--- config.mk ---
export PLATFORM = sky130hd
export DESIGN_NAME = mips_multi_control_flat
export DESIGN_NICKNAME = d
export VERILOG_FILES = /design/src/rtl/mips_pkg.sv /design/src/rtl/mips_multi_control_if.sv /design/src/rtl/alu_decoder.sv /design/src/rtl/mips_multi_control.sv /design/src/flat_wrapper.sv
export SDC_FILE = /design/constraint.sdc
export NUM_CORES = 1
export LEC_CHECK = 0
export CAP_MARGIN = 20
export CORE_UTILIZATION = 39
export CTS_BUF_LIST = sky130_fd_sc_hd__clkbuf_8
export CTS_CLUSTER_SIZE = 24
export DETAILED_ROUTE_END_ITERATION = 8
export PLACE_DENSITY = 0.81
export SLEW_MARGIN = 20
export SYNTH_ARGS = -nofsm -noshare
export SYNTH_HDL_FRONTEND = slang
export SYNTH_HIERARCHICAL = 1
export SYNTH_SLANG_ARGS = --single-unit
--- constraint.sdc ---
create_clock -name clk -period 2.4 [get_ports clk]
set_input_delay 0.48 -clock clk [delete_from_list [all_inputs] [get_ports clk]]
set_output_delay 0.48 -clock clk [all_outputs]
set_load 0.005 [all_outputs]
--- src/rtl/mips_pkg.sv ---
`default_nettype none
// ============================================================================
//  Module      : mips_pkg
//  Description : Shared ISA constants, ALU codes and controller state codes
//                for the multicycle MIPS control slice.
//  Revision    : 1.0 - initial release
// ============================================================================
package mips_pkg;

    localparam logic [5:0] OP_RTYPE = 6'b000000;
    localparam logic [5:0] OP_LW    = 6'b100011;
    localparam logic [5:0] OP_SW    = 6'b101011;
    localparam logic [5:0] OP_BEQ   = 6'b000100;
    localparam logic [5:0] OP_ADDI  = 6'b001000;
    localparam logic [5:0] OP_J     = 6'b000010;

    localparam logic [5:0] FUNCT_ADD = 6'b100000;
    localparam logic [5:0] FUNCT_SUB = 6'b100010;
    localparam logic [5:0] FUNCT_AND = 6'b100100;
    localparam logic [5:0] FUNCT_OR  = 6'b100101;
    localparam logic [5:0] FUNCT_SLT = 6'b101010;

    localparam logic [2:0] ALU_CTRL_ADD = 3'b010;
    localparam logic [2:0] ALU_CTRL_SUB = 3'b110;
    localparam logic [2:0] ALU_CTRL_AND = 3'b000;
    localparam logic [2:0] ALU_CTRL_OR  = 3'b001;
    localparam logic [2:0] ALU_CTRL_SLT = 3'b111;

    typedef enum logic [1:0] {
        ALU_OP_ADD   = 2'b00,
        ALU_OP_SUB   = 2'b01,
        ALU_OP_FUNCT = 2'b10
    } alu_op_t;

    localparam logic [3:0] S_FETCH   = 4'd0;
    localparam logic [3:0] S_DECODE  = 4'd1;
    localparam logic [3:0] S_MEMADR  = 4'd2;
    localparam logic [3:0] S_MEMRD   = 4'd3;
    localparam logic [3:0] S_MEMWB   = 4'd4;
    localparam logic [3:0] S_MEMWR   = 4'd5;
    localparam logic [3:0] S_EXECUTE = 4'd6;
    localparam logic [3:0] S_ALUWB   = 4'd7;
    localparam logic [3:0] S_BRANCH  = 4'd8;
    localparam logic [3:0] S_ADDIEX  = 4'd9;
    localparam logic [3:0] S_ADDIWB  = 4'd10;
    localparam logic [3:0] S_JUMP    = 4'd11;

endpackage : mips_pkg
`default_nettype wire

--- src/rtl/mips_multi_control_if.sv ---
`default_nettype none
// ============================================================================
//  Module      : mips_multi_control_if
//  Description : Controller <-> datapath bundle: IR fields and ALU flag in,
//                datapath selects and write enables out.
//  Revision    : 1.0 - initial release
// ============================================================================
interface mips_multi_control_if;
    logic [5:0] op;
    logic [5:0] funct;
    logic       zero;

    logic       iord;
    logic       mem_write;
    logic       ir_write;
    logic       reg_dst;
    logic       mem_to_reg;
    logic       reg_write;
    logic       alu_src_a;
    logic [1:0] alu_src_b;
    logic [1:0] pc_src;
    logic       pc_en;
    logic [2:0] alu_control;

    modport master (
        input  op, funct, zero,
        output iord, mem_write, ir_write, reg_dst, mem_to_reg, reg_write,
               alu_src_a, alu_src_b, pc_src, pc_en, alu_control
    );

    modport slave (
        output op, funct, zero,
        input  iord, mem_write, ir_write, reg_dst, mem_to_reg, reg_write,
               alu_src_a, alu_src_b, pc_src, pc_en, alu_control
    );
endinterface : mips_multi_control_if
`default_nettype wire

--- src/rtl/alu_decoder.sv ---
`default_nettype none
// ============================================================================
//  Module      : alu_decoder
//  Description : Combinational map from (alu_op, funct) to the 3-bit ALU code.
//  Revision    : 1.0 - initial release
// ============================================================================
module alu_decoder
    import mips_pkg::*;
(
    input  alu_op_t    i_alu_op,
    input  logic [5:0] i_funct,
    output logic [2:0] o_alu_control
);

    always_comb begin
        o_alu_control = ALU_CTRL_ADD;
        case (i_alu_op)
            ALU_OP_ADD: o_alu_control = ALU_CTRL_ADD;
            ALU_OP_SUB: o_alu_control = ALU_CTRL_SUB;
            ALU_OP_FUNCT: begin
                // Unrecognised funct codes fall back to add.
                case (i_funct)
                    FUNCT_ADD: o_alu_control = ALU_CTRL_ADD;
                    FUNCT_SUB: o_alu_control = ALU_CTRL_SUB;
                    FUNCT_AND: o_alu_control = ALU_CTRL_AND;
                    FUNCT_OR:  o_alu_control = ALU_CTRL_OR;
                    FUNCT_SLT: o_alu_control = ALU_CTRL_SLT;
                    default:   o_alu_control = ALU_CTRL_ADD;
                endcase
            end
            default: o_alu_control = ALU_CTRL_ADD;
        endcase
    end

endmodule : alu_decoder
`default_nettype wire

--- src/rtl/mips_multi_control.sv ---
`default_nettype none
// ============================================================================
//  Module      : mips_multi_control
//  Description : Multicycle MIPS controller FSM; Moore-decoded datapath
//                controls plus the branch-qualified PC enable.
//  Revision    : 1.0 - initial release
// ============================================================================
module mips_multi_control
    import mips_pkg::*;
(
    input  logic                   clk,
    input  logic                   reset,
    mips_multi_control_if.master   ctrl
);

    logic [3:0] r_state;
    logic [3:0] w_next_state;

    logic       w_iord;
    logic       w_mem_write;
    logic       w_ir_write;
    logic       w_reg_dst;
    logic       w_mem_to_reg;
    logic       w_reg_write;
    logic       w_alu_src_a;
    logic [1:0] w_alu_src_b;
    logic [1:0] w_pc_src;
    logic       w_pc_write;
    logic       w_branch;
    alu_op_t    w_alu_op;
    logic [2:0] w_alu_control;

    always_ff @(posedge clk or posedge reset) begin
        if (reset) begin
            r_state <= S_FETCH;
        end else begin
            r_state <= w_next_state;
        end
    end

    always_comb begin
        w_next_state = S_FETCH;
        case (r_state)
            S_FETCH: w_next_state = S_DECODE;
            S_DECODE: begin
                case (ctrl.op)
                    OP_LW, OP_SW: w_next_state = S_MEMADR;
                    OP_RTYPE:     w_next_state = S_EXECUTE;
                    OP_BEQ:       w_next_state = S_BRANCH;
                    OP_ADDI:      w_next_state = S_ADDIEX;
                    OP_J:         w_next_state = S_JUMP;
                    default:      w_next_state = S_FETCH;
                endcase
            end
            S_MEMADR: begin
                if (ctrl.op == OP_LW) begin
                    w_next_state = S_MEMRD;
                end else if (ctrl.op == OP_SW) begin
                    w_next_state = S_MEMWR;
                end else begin
                    w_next_state = S_FETCH;
                end
            end
            S_MEMRD:   w_next_state = S_MEMWB;
            S_EXECUTE: w_next_state = S_ALUWB;
            S_ADDIEX:  w_next_state = S_ADDIWB;
            default:   w_next_state = S_FETCH;
        endcase
    end

    always_comb begin
        w_iord       = 1'b0;
        w_mem_write  = 1'b0;
        w_ir_write   = 1'b0;
        w_reg_dst    = 1'b0;
        w_mem_to_reg = 1'b0;
        w_reg_write  = 1'b0;
        w_alu_src_a  = 1'b0;
        w_alu_src_b  = 2'b00;
        w_pc_src     = 2'b00;
        w_pc_write   = 1'b0;
        w_branch     = 1'b0;
        w_alu_op     = ALU_OP_ADD;
        case (r_state)
            S_FETCH: begin
                w_ir_write  = 1'b1;
                w_alu_src_b = 2'b01;
                w_pc_write  = 1'b1;
            end
            S_DECODE:  w_alu_src_b = 2'b11;
            S_MEMADR: begin
                w_alu_src_a = 1'b1;
                w_alu_src_b = 2'b10;
            end
            S_MEMRD:   w_iord = 1'b1;
            S_MEMWB: begin
                w_reg_write  = 1'b1;
                w_mem_to_reg = 1'b1;
            end
            S_MEMWR: begin
                w_iord      = 1'b1;
                w_mem_write = 1'b1;
            end
            S_EXECUTE: begin
                w_alu_src_a = 1'b1;
                w_alu_op    = ALU_OP_FUNCT;
            end
            S_ALUWB: begin
                w_reg_dst   = 1'b1;
                w_reg_write = 1'b1;
            end
            S_BRANCH: begin
                w_alu_src_a = 1'b1;
                w_alu_op    = ALU_OP_SUB;
                w_pc_src    = 2'b01;
                w_branch    = 1'b1;
            end
            S_ADDIEX: begin
                w_alu_src_a = 1'b1;
                w_alu_src_b = 2'b10;
            end
            S_ADDIWB:  w_reg_write = 1'b1;
            S_JUMP: begin
                w_pc_src   = 2'b10;
                w_pc_write = 1'b1;
            end
            default: begin
                w_ir_write  = 1'b0;
            end
        endcase
    end

    alu_decoder u_alu_decoder (
        .i_alu_op      (w_alu_op),
        .i_funct       (ctrl.funct),
        .o_alu_control (w_alu_control)
    );

    // Write enables are held off while reset is asserted so no datapath
    // state changes on a reset edge racing the clock.
    assign ctrl.iord        = w_iord;
    assign ctrl.mem_write   = w_mem_write & ~reset;
    assign ctrl.ir_write    = w_ir_write & ~reset;
    assign ctrl.reg_dst     = w_reg_dst;
    assign ctrl.mem_to_reg  = w_mem_to_reg;
    assign ctrl.reg_write   = w_reg_write & ~reset;
    assign ctrl.alu_src_a   = w_alu_src_a;
    assign ctrl.alu_src_b   = w_alu_src_b;
    assign ctrl.pc_src      = w_pc_src;
    assign ctrl.pc_en       = (w_pc_write | (w_branch & ctrl.zero)) & ~reset;
    assign ctrl.alu_control = w_alu_control;

endmodule : mips_multi_control
`default_nettype wire

--- src/flat_wrapper.sv ---
// flat-port wrapper written by rule: the top's interface ports become plain ports
module mips_multi_control_flat import mips_pkg::*;
  (clk, reset, ctrl_op, ctrl_funct, ctrl_zero, ctrl_iord, ctrl_mem_write, ctrl_ir_write, ctrl_reg_dst, ctrl_mem_to_reg, ctrl_reg_write, ctrl_alu_src_a, ctrl_alu_src_b, ctrl_pc_src, ctrl_pc_en, ctrl_alu_control);
  mips_multi_control_if ctrl_i ();
  input  logic clk;
  input  logic reset;
  input wire logic [$bits(ctrl_i.op)-1:0] ctrl_op;
  input wire logic [$bits(ctrl_i.funct)-1:0] ctrl_funct;
  input wire logic [$bits(ctrl_i.zero)-1:0] ctrl_zero;
  output wire logic [$bits(ctrl_i.iord)-1:0] ctrl_iord;
  output wire logic [$bits(ctrl_i.mem_write)-1:0] ctrl_mem_write;
  output wire logic [$bits(ctrl_i.ir_write)-1:0] ctrl_ir_write;
  output wire logic [$bits(ctrl_i.reg_dst)-1:0] ctrl_reg_dst;
  output wire logic [$bits(ctrl_i.mem_to_reg)-1:0] ctrl_mem_to_reg;
  output wire logic [$bits(ctrl_i.reg_write)-1:0] ctrl_reg_write;
  output wire logic [$bits(ctrl_i.alu_src_a)-1:0] ctrl_alu_src_a;
  output wire logic [$bits(ctrl_i.alu_src_b)-1:0] ctrl_alu_src_b;
  output wire logic [$bits(ctrl_i.pc_src)-1:0] ctrl_pc_src;
  output wire logic [$bits(ctrl_i.pc_en)-1:0] ctrl_pc_en;
  output wire logic [$bits(ctrl_i.alu_control)-1:0] ctrl_alu_control;
  assign ctrl_i.op = ctrl_op;
  assign ctrl_i.funct = ctrl_funct;
  assign ctrl_i.zero = ctrl_zero;
  assign ctrl_iord = ctrl_i.iord;
  assign ctrl_mem_write = ctrl_i.mem_write;
  assign ctrl_ir_write = ctrl_i.ir_write;
  assign ctrl_reg_dst = ctrl_i.reg_dst;
  assign ctrl_mem_to_reg = ctrl_i.mem_to_reg;
  assign ctrl_reg_write = ctrl_i.reg_write;
  assign ctrl_alu_src_a = ctrl_i.alu_src_a;
  assign ctrl_alu_src_b = ctrl_i.alu_src_b;
  assign ctrl_pc_src = ctrl_i.pc_src;
  assign ctrl_pc_en = ctrl_i.pc_en;
  assign ctrl_alu_control = ctrl_i.alu_control;
  mips_multi_control u_core (.clk(clk), .reset(reset), .ctrl(ctrl_i));
endmodule
==> results.toml, run 1 <==
[timing]
worst_slack_ns = 0.0445
setup_viol = 0
hold_viol_final = 0
finClkSkew_ns = 0.00127
worst_hold_slack_ns = 0.595
fin_crit_sh = 0.981
grt_setup_unrepaired = "no"
tns_ns = 0
timing.fmax_mhz = 425
max_slew_margin = 0.784
drv_slew = 0
tightest_slew_ns = 0.320
fin_crit_ns = 2.36

[synth]
avgSynthCellArea_um2 = 7.52
synth_nets = 90
synth-seq-area-share = 0.182
synth_area_um2 = 549
synth_seq_cells = 4
synth_cell_types = 30
netlist_instances = 73
yosys_warnings = 6

[routing]
drt_pass1_iterations = 4
via_per_inst = 5.73
antenna_left = 0
routed_wl_um = 1910
num_vias = 745
drtIter0Drc = 34
drc = 0
detail_route.wl_per_cell_um = 14.7

[critical_path]
cp_max_fo = 2
critPathKind = "reg2out"
cp-end-kind = "output pin"
path_cells = "or3b_4, nor2_4, ha_1, nand4bb_4, o22ai_1, clkbuf_2"
startpoint_type = "flip-flop"
arrival_ns = 1.88
max_stage_delay_ns = 0.41
critPathSlowestCell = "or3b_4"
timing.critical_path.required_ns = 1.92

[die]
die_w_um = 39.5
core.rowCount = 13
ios = 30
start_util = 0.422
core_area_um2 = 1300
die_area_um2 = 1560
die_y_um = 39.5

[clocking]
cts_buffers = 3
cts_buffer_depth = 2
cts_tree = "yes"
cts.sinks = 4
root_buffer = "clkbuf_8"
clk-insertion-delay-late_ns = 0.21
path_clk_slew_ns = 0.03
cts-htree-levels = 1
cts.hold.buffers_added = 0

[global_routing]
gr-total-overflow = 0
grt_max_degree = 13
grt.total_usage = 0.267
grt_first_pass_wirelength_um = 2750
antenna_found_initial = 0
grt_pass1_vias = 627

[final_layout]
area_growth_syn_to_layout_pct = 88.4
fillers = 92
biggestRegsByFlops = "u_core/r_state x4"
drive_above_1_share = 0.304
largest-register = "u_core/r_state"
layout_common_cells = "clkdlybuf4s50_1 (23), buf_4 (14), nor2_1 (8)"
largest_reg_flops = 4
final_common_cell = "clkdlybuf4s50_1"
nNetsFinal = 134
diodes = 0

[place]
place_worst_setup_slack_ns = -0.145
place.gp.congestion = 0.764
hpwl_um = 1370
numPortBuffers = 29

[power]
total_power_mw = 0.580
p_leak_nw = 0.422
peakVddDrop_v = 0.000459
powerDensity_nw_per_um2 = 561

[job]
max_cap_violations = 0

[status]
status = "complete, no violations"

[hold_path]
hp-class = "in2async"
critical path, delay by kind of cell (launching register included):
kind	cells	cell delay, ns
AO/OA/AOI/OAI	1	0.15
buffers and inverters	1	0.14
AND/OR/NAND/NOR	3	0.74
flip-flops	1	0.37
adder cells (fa/ha/maj)	1	0.26
path summary, 6_finish.rpt:
check / cells after the start / startpoint / to / slack, ns
setup / recovery: 6 / u_core/r_state[3] / ctrl_alu_control[2] / 0.04
hold / removal: 2 / reset / u_core/r_state[1] / 0.60
setup reg to reg: 6 / u_core/r_state[1] / u_core/r_state[1] / 0.69
hold reg to reg: 3 / u_core/r_state[2] / u_core/r_state[2] / 0.74
max in group asynchronous: 2 / reset / u_core/r_state[3] / 1.65
min in group clk: 3 / u_core/r_state[2] / u_core/r_state[2] / 0.74
power by group:
part | switching (mW) | internal (mW)
logic | 0.164 | 0.189
registers | 0.00719 | 0.0819
clock network | 0.0316 | 0.107
kinds of logic (layout without fill, tap and decap cells):
logic type	count (synthesis)	in the layout	synth area share
buffers and inverters	9	51	0.0683
muxes	1	1	0.0182
AOI/OAI and AO/OA	15	15	0.159
DFF	4	4	0.182
and+or+nand+nor	40	40	0.494
adders and majority gates	2	2	0.0456
xor gates and xnor gates	2	2	0.0319
final cells by class:
cell class                 count  area [um^2]  share of cell area
clock buffer                   3         41.3              0.0399
inverter                       5         18.8              0.0181
multi-input combinational     60          474               0.458
sequential                     4          100              0.0967
tap                           15         18.8              0.0181
timing repair buffer          43          382               0.369
per-layer routing:
layer / track usage / vias to the layer above / share of wire
met3: 0.0568 / 2 / 0.074
met5: 0 / - / 0
met2: 0.480 / 40 / 0.51
met1: 0.313 / 344 / 0.41
li1: - / 359 / -
met4: 0.0690 / 0 / 0.0042
stage by stage:
| step | std cells | utilization | area, um^2 |
|---|---|---|---|
| CTS | 130 | 0.786 | 1020 |
| finish | 130 | 0.795 | 1030 |
| global route | 130 | 0.795 | 1030 |
| floorplan | 73 | - | 549 |
| global placement | 127 | 0.726 | 945 |
| detailed placement | 127 | 0.726 | 945 |
cells in the mapped netlist:
library cell  instances  area, um^2
nor4_1                1        6.26
a211oi_1              1        7.51
a31oi_1               1        6.26
inv_1                 5        18.8
xnor2_1               2        17.5
buf_1                 1        3.75
nand4b_2              1        15.0
or4_1                 3        22.5
nand2b_4              1        13.8
o21ai_1               3        15.0
o41ai_1               1        8.76
or3b_1                2        17.5
o21a_1                1        7.51
nand4bb_2             1        16.3
nand4bb_1             2        22.5
nor2_1               10        37.5
nand3b_1              1        7.51
dfrtp_1               4         100
nor3b_1               2        15.0
o22ai_1               2        12.5
mux2i_1               1        10.0
nand2b_1              3        18.8
nor3_1                6        30.0
nor4b_1               2        17.5
ha_1                  2        25.0
a21oi_1               6        30.0
nor3_2                1        10.0
nand2_1               3        11.3
and4b_1               1        10.0
buf_2                 3        15.0
timing repair:
item                       CTS  global route
setup endpoints to repair    6             7
resized for setup           17             9
buffers inserted             0             0
pin swaps                    1             1
No activity file was read; power rests on OpenSTA's default activity.
==> run 2, diff against run 1 <==
PLACE_DENSITY = 0.92   (was 0.81)
TNS_END_PERCENT = 100   (was unset)
==> run 2 against run 1 <==
Effect of this change:
- the run now ends with setup timing left
- core utilization up 3.4 points
- first-iteration DRC count down 24%
- sequential power up 3.7%
- setup slack worse by 0.064 ns
- register-to-register slack about the same
- clock skew down 0.00055 ns
- non-clock buffer count up 3
- final cell count up 2.3%
- clock power up 4%
- design area up 4.2%
- worst hold slack worse by 0.026 ns
- power up 0.33%
- largest power group unchanged
==> results.toml, run 2 (same netlist as run 1, synthesis figures left out) <==
[timing]
fin_crit_sh = 1.01
finClkSkew_ns = 0.000717
hold_viol_final = 0
fin_crit_ns = 2.42
setup_viol = 1
tightest_slew_ns = 0.333
drv_slew = 0
max_slew_margin = 0.775
timing.fmax_mhz = 413
worst_slack_ns = -0.0193

[critical_path]
arrival_ns = 1.94
endpoint = "ctrl_alu_control[1]"
r2r_slack_ns = 0.69
critPathKind = "reg2out"
cp_max_fo = 3
cp-end-kind = "output pin"
critPathSlowestCell = "dfrtp_1"
timing.critical_path.required_ns = 1.92
max_stage_delay_ns = 0.40
startpoint_type = "flip-flop"
rr_startpoint = "u_core/r_state[1]"
r2r_end = "u_core/r_state[1]"
path_cells = "or3b_4, nor2_4, buf_4, inv_1, ha_2, nor2_1, a31oi_1, buf_2"
rr_worst_depth = 6
crit_start = "u_core/r_state[3]"

[die]
core.rowCount = 13
die_y_um = 39.5
ios = 30
die_area_um2 = 1560
core_area_um2 = 1300
start_util = 0.422
die_w_um = 39.5

[place]
numPortBuffers = 29
place_worst_setup_slack_ns = -0.151
hpwl_um = 1400
dp.cells = 127
place.gp.congestion = 0.838

[job]
max_cap_violations = 0

[final_layout]
largest-register = "u_core/r_state"
nNetsFinal = 137
drive_above_1_share = 0.305
biggestRegsByFlops = "u_core/r_state x4"
layout_common_cells = "clkdlybuf4s50_1 (22), buf_4 (15), nor2_1 (9)"
finalNonFillerCells = 133
area_growth_syn_to_layout_pct = 96.4
largest_reg_flops = 4
diodes = 0
final_common_cell = "clkdlybuf4s50_1"

[clocking]
cts.hold.buffers_added = 0
cts-htree-levels = 1
cts_tree = "yes"
clk-insertion-delay-late_ns = 0.22
path_clk_slew_ns = 0.03
cts_buffers = 3
root_buffer = "clkbuf_8"
cts_buffer_depth = 2
cts.sinks = 4

[power]
p_leak_nw = 0.441
powerDensity_nw_per_um2 = 540
peakVddDrop_v = 0.000387

[routing]
drtIter0Drc = 26
via_per_inst = 6.23
detail_route.wl_per_cell_um = 17.1
num_vias = 828
drt_pass1_iterations = 4
antenna_left = 0
routed_wl_um = 2280
drc = 0

[global_routing]
grt.total_usage = 0.303
grt_max_degree = 13
grt_pass1_vias = 753
grt_first_pass_wirelength_um = 3150
antenna_found_initial = 0
gr-total-overflow = 0

[hold_path]
hp-class = "in2async"

[status]
violations = "setup timing"
status = "finished with violations"
[run 2: final cells by class]
class	instances	area, um^2
multi-input combinational	60	485
timing repair buffer	46	414
fill	82	223
sequential	4	100
clock buffer	3	41.3
inverter	5	18.8
tap	15	18.8
[run 2: how the worst min path moves through the flow]
stage                              to  cells after the start               from  slack, ns
floorplan           u_core/r_state[0]                      1              reset       0.25
CTS                 u_core/r_state[0]                      2              reset       0.58
finish              u_core/r_state[1]                      2              reset       0.57
global placement    u_core/r_state[0]                      2  u_core/r_state[3]       0.62
global route        u_core/r_state[1]                      2              reset       0.59
detailed placement  u_core/r_state[0]                      2  u_core/r_state[3]       0.63
[run 2: layer usage]
layer  share of wire  global-route usage  up-vias
li1                -                   -      365
met1            0.39               0.366      392
met2            0.49               0.533       59
met3           0.077              0.0170       12
met4           0.035               0.147        0
met5               0                   0        -
[run 2: timing repair]
item / CTS / global route
buffers inserted: 2 / 1
endpoints found under the setup margin: 5 / 7
pin swaps: 5 / 4
resized for setup: 18 / 13
[run 2: through the flow]
| step | hold WS, ns | instance area [um^2] | util | TNS (ns) | power [mW] |
|---|---|---|---|---|---|
| floorplan | 0.246 | 549 | - | 0 | 0.235 |
| detailed placement | 0.626 | 945 | 0.726 | -0.408 | 0.402 |
| CTS | 0.582 | 1030 | 0.790 | 0 | 0.552 |
| global route | 0.595 | 1080 | 0.829 | -0.0868 | 0.621 |
| finish | 0.569 | 1080 | 0.829 | -0.0193 | 0.582 |
| global placement | 0.619 | 945 | 0.726 | -0.238 | 0.393 |
[run 2: critical path: cells and delay by family, from the launching register on]
kind	cells	cell delay, ns
compound gates	1	0.11
flops	1	0.40
simple gates	3	0.71
buf+inv	3	0.30
fa+ha+maj	1	0.20
[run 2: report_power, final]
| group | switching, mW | total [mW] | internal [mW] |
|---|---|---|---|
| logic | 0.165 | 0.347 | 0.181 |
| registers | 0.0103 | 0.0924 | 0.0820 |
| clock network | 0.0360 | 0.143 | 0.107 |
| total | 0.212 | 0.582 | 0.370 |
